**config.mk**
```make
export PLATFORM = sky130hd
export DESIGN_NAME = muldiv_unit
export DESIGN_NICKNAME = d
export VERILOG_FILES = /design/src/rtl/muldiv_unit.sv
export SDC_FILE = /design/constraint.sdc
export NUM_CORES = 1
export LEC_CHECK = 0
export CAP_MARGIN = 20
export CORE_MARGIN = 2
export CORE_UTILIZATION = 61
export CTS_CLUSTER_SIZE = 12
export DETAILED_ROUTE_END_ITERATION = 10
export GPL_TIMING_DRIVEN = 0
export PLACE_DENSITY = 0.9
export SLEW_MARGIN = 20
export SYNTH_ARGS = -nofsm -noshare
export SYNTH_HDL_FRONTEND = slang
export SYNTH_SLANG_ARGS = --single-unit
```
**constraint.sdc**
```tcl
create_clock -name i_clk -period 5.85 [get_ports i_clk]
set_input_delay 1.4625 -clock i_clk [delete_from_list [all_inputs] [get_ports i_clk]]
set_output_delay 1.4625 -clock i_clk [all_outputs]
set_load 0.02 [all_outputs]
```
**src/rtl/muldiv_unit.sv**
```systemverilog
// ============================================================================
// muldiv_unit
// ----------------------------------------------------------------------------
// Iterative RV32M-style multiply/divide unit. A request is accepted with a
// valid/ready handshake, the operands are latched, and the result is offered
// with a second valid/ready handshake until the consumer takes it.
//
// Multiply is a shift-add over 2*XLEN-bit magnitudes. Divide is restoring
// division producing one quotient bit per cycle. Both take exactly XLEN
// BUSY cycles. Divide-by-zero and signed overflow skip BUSY entirely.
//
// Configuration macro:
//   MULDIV_DIV_EN  - when defined, DIV/DIVU/REM/REMU are implemented.
//                    When undefined, the divide datapath is absent and any
//                    funct3[2]=1 request completes in one cycle with result 0.
//
// Parameters:
//   XLEN       operand/result width (even, 8..64)
//
// Ports:
//   i_clk      clock, all state changes on its rising edge
//   i_rst      synchronous active-high reset
//   i_valid    request valid
//   o_ready    unit is idle and can accept a request
//   i_funct3   000 MUL, 001 MULH, 010 MULHSU, 011 MULHU,
//              100 DIV, 101 DIVU, 110 REM, 111 REMU
//   i_op_a     rs1 (multiplicand / dividend)
//   i_op_b     rs2 (multiplier / divisor)
//   i_flush    abort any in-flight operation
//   o_valid    o_result is valid
//   i_ready    consumer accepts the result
//   o_result   result, zero whenever o_valid is low
// ============================================================================
module muldiv_unit #(
    parameter int XLEN = 32
) (
    input  logic            i_clk,
    input  logic            i_rst,
    input  logic            i_valid,
    output logic            o_ready,
    input  logic [2:0]      i_funct3,
    input  logic [XLEN-1:0] i_op_a,
    input  logic [XLEN-1:0] i_op_b,
    input  logic            i_flush,
    output logic            o_valid,
    input  logic            i_ready,
    output logic [XLEN-1:0] o_result
);

    localparam int CW = $clog2(XLEN) + 1;

    localparam logic [XLEN-1:0] ALL_ONES = {XLEN{1'b1}};
    localparam logic [XLEN-1:0] MOST_NEG = {1'b1, {(XLEN-1){1'b0}}};

    typedef enum logic [1:0] {
        IDLE = 2'd0,
        BUSY = 2'd1,
        DONE = 2'd2
    } state_t;

    state_t r_state;
    state_t w_stateNext;

    // Datapath registers. r_x/r_y/r_acc are shared between multiply and
    // divide:
    //   multiply: r_x = shifting multiplicand, r_y = shifting multiplier,
    //             r_acc = running product
    //   divide:   r_x[XLEN-1:0] = dividend shifting out / quotient shifting in,
    //             r_y = divisor magnitude, r_acc[XLEN-1:0] = partial remainder
    logic [CW-1:0]     r_count;
    logic [2:0]        r_funct3;
    logic [2*XLEN-1:0] r_x;
    logic [XLEN-1:0]   r_y;
    logic [2*XLEN-1:0] r_acc;
    logic              r_negRes;
    logic [XLEN-1:0]   r_result;

    logic              w_accept;
    logic              w_lastStep;
    logic              w_aSigned;
    logic              w_bSigned;
    logic              w_aNeg;
    logic              w_bNeg;
    logic [XLEN-1:0]   w_aMag;
    logic [XLEN-1:0]   w_bMag;
    logic              w_negRes;
    logic              w_bypass;
    logic [XLEN-1:0]   w_bypassResult;

    logic [2*XLEN-1:0] w_prodNext;
    logic [2*XLEN-1:0] w_prodFinal;
    logic [XLEN-1:0]   w_mulResult;
    logic [XLEN-1:0]   w_stepResult;

`ifdef MULDIV_DIV_EN
    logic              r_negRem;
    logic              w_negRem;
    logic [XLEN:0]     w_remShift;
    logic [XLEN:0]     w_trial;
    logic              w_qBit;
    logic [XLEN-1:0]   w_remNext;
    logic [XLEN-1:0]   w_quotNext;
    logic [XLEN-1:0]   w_quotFinal;
    logic [XLEN-1:0]   w_remFinal;
    logic [XLEN-1:0]   w_divResult;
`endif

    assign w_lastStep = (r_count == CW'(1));
    assign o_result   = r_result;

    // Operand preparation: decide which operands are interpreted as signed,
    // then reduce both to magnitudes. The core loops only ever see unsigned
    // values and the sign is reapplied to the final result. MUL keeps both
    // operands unsigned since the low half of the product is sign-agnostic.
    always_comb begin
        w_aSigned = (i_funct3 == 3'b001) || (i_funct3 == 3'b010);
        w_bSigned = (i_funct3 == 3'b001);
`ifdef MULDIV_DIV_EN
        if (i_funct3[2]) begin
            w_aSigned = !i_funct3[0];
            w_bSigned = !i_funct3[0];
        end
`endif
        w_aNeg   = w_aSigned && i_op_a[XLEN-1];
        w_bNeg   = w_bSigned && i_op_b[XLEN-1];
        w_aMag   = w_aNeg ? (-i_op_a) : i_op_a;
        w_bMag   = w_bNeg ? (-i_op_b) : i_op_b;
        w_negRes = w_aNeg ^ w_bNeg;
`ifdef MULDIV_DIV_EN
        w_negRem = w_aNeg;
`endif
    end

    // Requests that complete without any iteration. Their result is known at
    // the accept edge so the FSM jumps straight from IDLE to DONE.
    always_comb begin
        w_bypass       = 1'b0;
        w_bypassResult = '0;
`ifdef MULDIV_DIV_EN
        if (i_funct3[2]) begin
            if (i_op_b == '0) begin
                w_bypass       = 1'b1;
                w_bypassResult = i_funct3[1] ? i_op_a : ALL_ONES;
            end else if (!i_funct3[0] && (i_op_a == MOST_NEG) && (i_op_b == ALL_ONES)) begin
                w_bypass       = 1'b1;
                w_bypassResult = i_funct3[1] ? '0 : MOST_NEG;
            end
        end
`else
        if (i_funct3[2]) begin
            w_bypass       = 1'b1;
            w_bypassResult = '0;
        end
`endif
    end

    // One shift-add multiply step plus the signed fix-up of the product that
    // this step would produce. The fix-up is only captured on the last step.
    always_comb begin
        w_prodNext  = r_acc + (r_y[0] ? r_x : '0);
        w_prodFinal = r_negRes ? (-w_prodNext) : w_prodNext;
        w_mulResult = (r_funct3 == 3'b000) ? w_prodFinal[XLEN-1:0]
                                           : w_prodFinal[2*XLEN-1:XLEN];
    end

`ifdef MULDIV_DIV_EN
    // One restoring-division step: shift the next dividend bit into the
    // partial remainder and subtract the divisor. A borrow (MSB of the
    // XLEN+1-bit trial set) means the subtraction is undone and the quotient
    // bit is 0. The remainder follows the dividend's sign, the quotient
    // follows sign(a) xor sign(b).
    always_comb begin
        w_remShift  = {r_acc[XLEN-1:0], r_x[XLEN-1]};
        w_trial     = w_remShift - {1'b0, r_y};
        w_qBit      = !w_trial[XLEN];
        w_remNext   = w_qBit ? w_trial[XLEN-1:0] : w_remShift[XLEN-1:0];
        w_quotNext  = {r_x[XLEN-2:0], w_qBit};
        w_quotFinal = r_negRes ? (-w_quotNext) : w_quotNext;
        w_remFinal  = r_negRem ? (-w_remNext) : w_remNext;
        w_divResult = r_funct3[1] ? w_remFinal : w_quotFinal;
    end
`endif

    // Select the finished value for whichever operation is iterating.
    always_comb begin
`ifdef MULDIV_DIV_EN
        w_stepResult = r_funct3[2] ? w_divResult : w_mulResult;
`else
        w_stepResult = w_mulResult;
`endif
    end

    // Next-state logic and handshake outputs. Flush overrides everything,
    // including an accept or result handshake in the same cycle. A result
    // handshake returns to IDLE, so o_ready can only rise one cycle later.
    always_comb begin
        w_stateNext = r_state;
        w_accept    = 1'b0;
        o_ready     = (r_state == IDLE);
        o_valid     = (r_state == DONE);
        case (r_state)
            IDLE: begin
                if (i_valid) begin
                    w_accept    = 1'b1;
                    w_stateNext = w_bypass ? DONE : BUSY;
                end
            end
            BUSY: begin
                if (w_lastStep) begin
                    w_stateNext = DONE;
                end
            end
            DONE: begin
                if (i_ready) begin
                    w_stateNext = IDLE;
                end
            end
            default: begin
                w_stateNext = IDLE;
            end
        endcase
        if (i_flush) begin
            w_stateNext = IDLE;
            w_accept    = 1'b0;
        end
    end

    // State register; reset has priority over flush and handshakes.
    always_ff @(posedge i_clk) begin
        if (i_rst) begin
            r_state <= IDLE;
        end else begin
            r_state <= w_stateNext;
        end
    end

    // Operand latch and iteration. Operands are captured only at the accept
    // edge, so input changes afterwards are invisible. The counter is loaded
    // with XLEN and the FSM leaves BUSY when the step at count 1 completes.
    always_ff @(posedge i_clk) begin
        if (i_rst) begin
            r_count  <= '0;
            r_funct3 <= '0;
            r_x      <= '0;
            r_y      <= '0;
            r_acc    <= '0;
            r_negRes <= 1'b0;
`ifdef MULDIV_DIV_EN
            r_negRem <= 1'b0;
`endif
        end else if (i_flush) begin
            r_count <= '0;
        end else if (w_accept) begin
            r_funct3 <= i_funct3;
            r_x      <= {{XLEN{1'b0}}, w_aMag};
            r_y      <= w_bMag;
            r_acc    <= '0;
            r_negRes <= w_negRes;
`ifdef MULDIV_DIV_EN
            r_negRem <= w_negRem;
`endif
            r_count  <= w_bypass ? '0 : CW'(XLEN);
        end else if (r_state == BUSY) begin
`ifdef MULDIV_DIV_EN
            if (r_funct3[2]) begin
                r_x[XLEN-1:0]   <= w_quotNext;
                r_acc[XLEN-1:0] <= w_remNext;
            end else begin
                r_acc <= w_prodNext;
                r_x   <= r_x << 1;
                r_y   <= r_y >> 1;
            end
`else
            r_acc <= w_prodNext;
            r_x   <= r_x << 1;
            r_y   <= r_y >> 1;
`endif
            r_count <= r_count - CW'(1);
        end
    end

    // Result register. It is written only on entry to DONE and cleared on
    // every way out of DONE, which keeps o_result at zero whenever o_valid
    // is low and holds it stable while the consumer stalls.
    always_ff @(posedge i_clk) begin
        if (i_rst || i_flush) begin
            r_result <= '0;
        end else if (w_accept && w_bypass) begin
            r_result <= w_bypassResult;
        end else if ((r_state == BUSY) && w_lastStep) begin
            r_result <= w_stepResult;
        end else if ((r_state == DONE) && i_ready) begin
            r_result <= '0;
        end
    end

endmodule
```
==> impl_results.rst <==
.. list-table::
   :header-rows: 1

   * - Metric
     - Value
   * - Post-detail-place hpwl
     - 50.89 mm
   * - Clock tree from TritonCTS
     - built
   * - Ranking of synthesized cells by area
     - dfxtp_1 (25%), nand2_1 (7.5%), a21oi_1 (6.2%), nor2_1 (6.0%), ha_1 (5.2%)
   * - Source-to-sink clock delay at the later pin of the worst-skew pair
     - 0.56 ns
   * - Standard cell area after detailed placement
     - 17,890 µm²
   * - Boundary pin count
     - 106
   * - Crit-path slowest cell
     - or4_1
   * - Peak Freq
     - 174.5 MHz
   * - Syn Nets
     - 2,448
   * - Number of enable flip-flop cells after synthesis
     - 0
   * - Hold Startpoint
     - o_result[18]
   * - Slew Limit Headroom
     - 0.1131
   * - Length in cells of the worst reg-to-reg path
     - 17
   * - Area of the multi-input gates
     - 11,770 µm²
   * - Summed area of non-filler cells in the final layout
     - 18,970 µm²
   * - Type of the most critical hold path
     - flop to flop
   * - Most frequent CP cell
     - or4_1
   * - Number of endpoints with negative hold slack in the final report
     - 0
   * - Vias
     - 19.28k
   * - Htree depth
     - 1
   * - Outcome
     - completed
   * - Detailed-router iteration count before antenna repair
     - 9
   * - First-pass GRT wire length
     - 99.18 mm
   * - Placeable Area
     - 26,650 µm²
   * - Area overhead of the layout relative to synthesis
     - 15.59%
   * - Fraction of synthesis flops using an asynchronous set or reset pin
     - 0
   * - Crit path DAT
     - 6.16 ns
   * - DR WL/cell
     - 23.38 µm
   * - Die W
     - 168.0 µm
   * - Final net count
     - 2,580
   * - Leakage power summed over all cells
     - 6.976 nW
   * - Synth unique cells
     - 95
   * - Share of cells above drive strength 1
     - 0.05703
   * - CP required
     - 6.28 ns
   * - Sequence of cells on the critical path
     - clkbuf_2 > and2_1 > ha_1 > buf_2 > a21oi_1 > o21ai_1 > a211o_1 > o211a_1 > or3_1 > o2111ai_2 > o311ai_2 > or2_4 > or4_1 > clkbuf_1 > or4_1 > or2_0 > a32o_1
   * - Cell count after synthesis
     - 2,307
   * - Combined flip-flop and latch cell area
     - 4085 µm²
   * - Depth of the worst hold-timing path
     - 2
   * - Clk pin slew, worst setup/hold paths
     - 0.06 ns
   * - CP startpoint kind
     - flop
   * - Residual antenna-violating net count after detailed routing
     - 0
   * - DRT iter0 DRCs
     - 2,534
   * - Residual overflow from global routing
     - 0
   * - Sum of routed wire length over all layers
     - 65.37 mm
   * - Max-Cap Viols
     - 0
   * - Die Area
     - 28,240 µm²
   * - Starting density of the core
     - 0.6160
   * - Power Density
     - 192.1 nW/µm²
   * - Maximum clock path buffer count
     - 3
   * - Sequential cell area fraction in the yosys report
     - 0.2488
   * - Min cycle time layout
     - 5.732 ns
   * - Yosys synthesis warning count
     - 0
   * - Via-per-instance ratio
     - 6.897
   * - Class of the most critical setup path
     - flop to flop
   * - Reg-to-reg setup timing slack
     - 0.12 ns
   * - Height of the die
     - 168.0 µm
   * - Max-slew violations
     - 0
   * - Register bit total from synthesis
     - 204
   * - Primary FF master, synth
     - dfxtp_1
   * - # rows
     - 60
   * - VDD IR max
     - 0.0001604 V
   * - Largest net degree at the start of global routing
     - 13
   * - Port-buffer cells
     - 103
   * - Crit-path max cell delay
     - 0.55 ns
   * - Cts hold-fix bufs
     - 0
   * - End of the worst register-to-register path
     - o_result[30]
   * - Share of the synthesized area in the top cell type
     - 0.2488
   * - Total routing resource utilization after global routing
     - 0.4456
   * - Vias in the first global route
     - 18.12k
   * - # setup viols final
     - 0
   * - TritonCTS Buffers
     - 24
   * - Count of filler cells inserted in the layout
     - 2,132
   * - Worst hold margin
     - 0.4532 ns
   * - Worst-case hold path end point
     - o_result[18]
   * - Number of clock sinks
     - 204
   * - Antenna violations before repair
     - 0
   * - CTS root buffer
     - clkbuf_16
   * - Final weighted congestion in routability-driven placement
     - 1.080
   * - Tightest Pin Transition
     - 1.320 ns
   * - Residual DRC
     - 0
   * - Maximum net fanout on the critical path
     - 11
   * - Post-synthesis area per instance
     - 7.116 µm²
   * - Post-Route Skew
     - 0.02279 ns
   * - Synth Cell Area
     - 16,420 µm²
   * - Final critical-path share of the clock period
     - 0.9799
   * - R2r startpoint
     - r_y[0]
   * - Kind of end point of the critical path
     - flop
   * - Biggest area consumer among synthesized cells
     - dfxtp_1
   * - Antenna diode instance count
     - 0
worst max-delay path, delay by kind of cell, from the launching register on:
family	cells	cell delay (ns)
compound gates	7	1.95
fa+ha+maj	1	0.28
simple gates	6	2.23
buf+inv	3	0.65
flops	1	0.51
cell type report:
type	count	area share
plain buffers	159	0.03449
clock buffers	33	0.03713
clock inverters	9	0.006001
inverters	32	0.006330
multi-input cells	1906	0.6204
flip-flops and latches	204	0.2153
well taps	341	0.02249
repair buffers	112	0.05790
how the worst max path moves through the flow:
stage           start           end  slack [ns]  cells after the start
4_1_cts        r_y[0]  o_result[30]      0.0002                     17
2_1_floorplan  r_y[0]  o_result[30]        0.88                     19
3_5_place_dp   r_y[0]  o_result[22]       -0.80                     20
5_1_grt        r_y[0]  o_result[24]       -0.02                     18
3_3_place_gp   r_y[0]  o_result[22]       -0.78                     20
6_report       r_y[0]  o_result[30]        0.12                     17
routing by layer:
layer / share of wire / vias to the layer above / routed length (µm) / track usage
li1: - / 8709 / - / -
met1: 0.38 / 8958 / 25000 / 0.5480
met2: 0.44 / 1312 / 28780 / 0.7195
met3: 0.11 / 304 / 7001 / 0.08815
met4: 0.070 / 0 / 4582 / 0.2771
met5: 0 / - / 0 / 0
cells by family after synthesis:
group / count (synthesis) / share of synthesized area
AND/OR/NAND/NOR: 1012 / 0.2933
AO/OA/AOI/OAI: 683 / 0.2802
flip-flops: 204 / 0.2488
buffers and inverters: 197 / 0.04794
XOR/XNOR: 131 / 0.06989
adder cells (fa/ha/maj): 69 / 0.05305
multiplexers: 11 / 0.006860
power breakdown:
part,switching [mW],internal (mW)
registers,0.0282,1.43
clock network,0.651,0.928
logic,0.399,0.212
total,1.08,2.57
through the flow:
stage	cells	util	worst slack, ns	TNS, ns	power (mW)
floorplan	2307	-	0.8835	0	1.832
global placement	2751	0.6707	-0.7841	-11.78	2.041
global route	2796	0.7120	-0.02331	-0.02785	3.722
detailed placement	2751	0.6712	-0.7972	-13.58	2.055
CTS	2793	0.7052	0.0002229	0	3.593
finish	2796	0.7120	0.1178	0	3.644
cells in the final DEF (no fill, tap or decap), drive strengths merged, types with 8 or more instances in the layout:
cell type,synthesis,layout
nand2b,13,13
xnor2,81,81
ha,68,68
o21ai,106,106
buf,22,31
a21boi,8,8
inv,32,32
or3,28,28
nand4,30,30
and4,12,12
a311oi,62,62
mux2i,9,9
and3,22,22
nand3,93,93
dfxtp,204,204
nor2,261,261
o41ai,12,12
o31ai,31,31
clkdlybuf4s50,0,103
xor2,50,50
nor2b,8,8
a31oi,30,30
clkbuf,143,170
a21oi,206,206
and2,82,82
nand2,331,331
a22oi,30,30
a211oi,26,26
nor4,24,24
o21a,19,19
nor3,54,54
or2,13,13
o211ai,28,28
a21o,33,33
or4,17,17
what timing repair did:
item,CTS,global route
resized for setup,16,35
setup buffers,1,8
endpoints found under the setup margin,31,26
pin swaps,1,7
cells in the mapped netlist (all sizes together) (17+ instances only):
cell      n
a21o     33
nand2   331
buf      22
clkbuf  143
a211oi   26
dfxtp   204
ha       68
nor3     54
a311oi   62
a22oi    30
nor2    261
a31oi    30
nor4     24
xnor2    81
or3      28
o21a     19
inv      32
nand4    30
o211ai   28
a21oi   206
or4      17
and2     82
o31ai    31
nand3    93
o21ai   106
xor2     50
and3     22
sequential cells by signal, indices dropped and copies added, names as in the netlist:
signal / count
r_negRes: 1
r_funct3: 3
o_result: 32
r_state: 2
r_count: 6
r_acc: 64
r_x: 64
r_y: 32
Power figures use the tool's default switching activity.
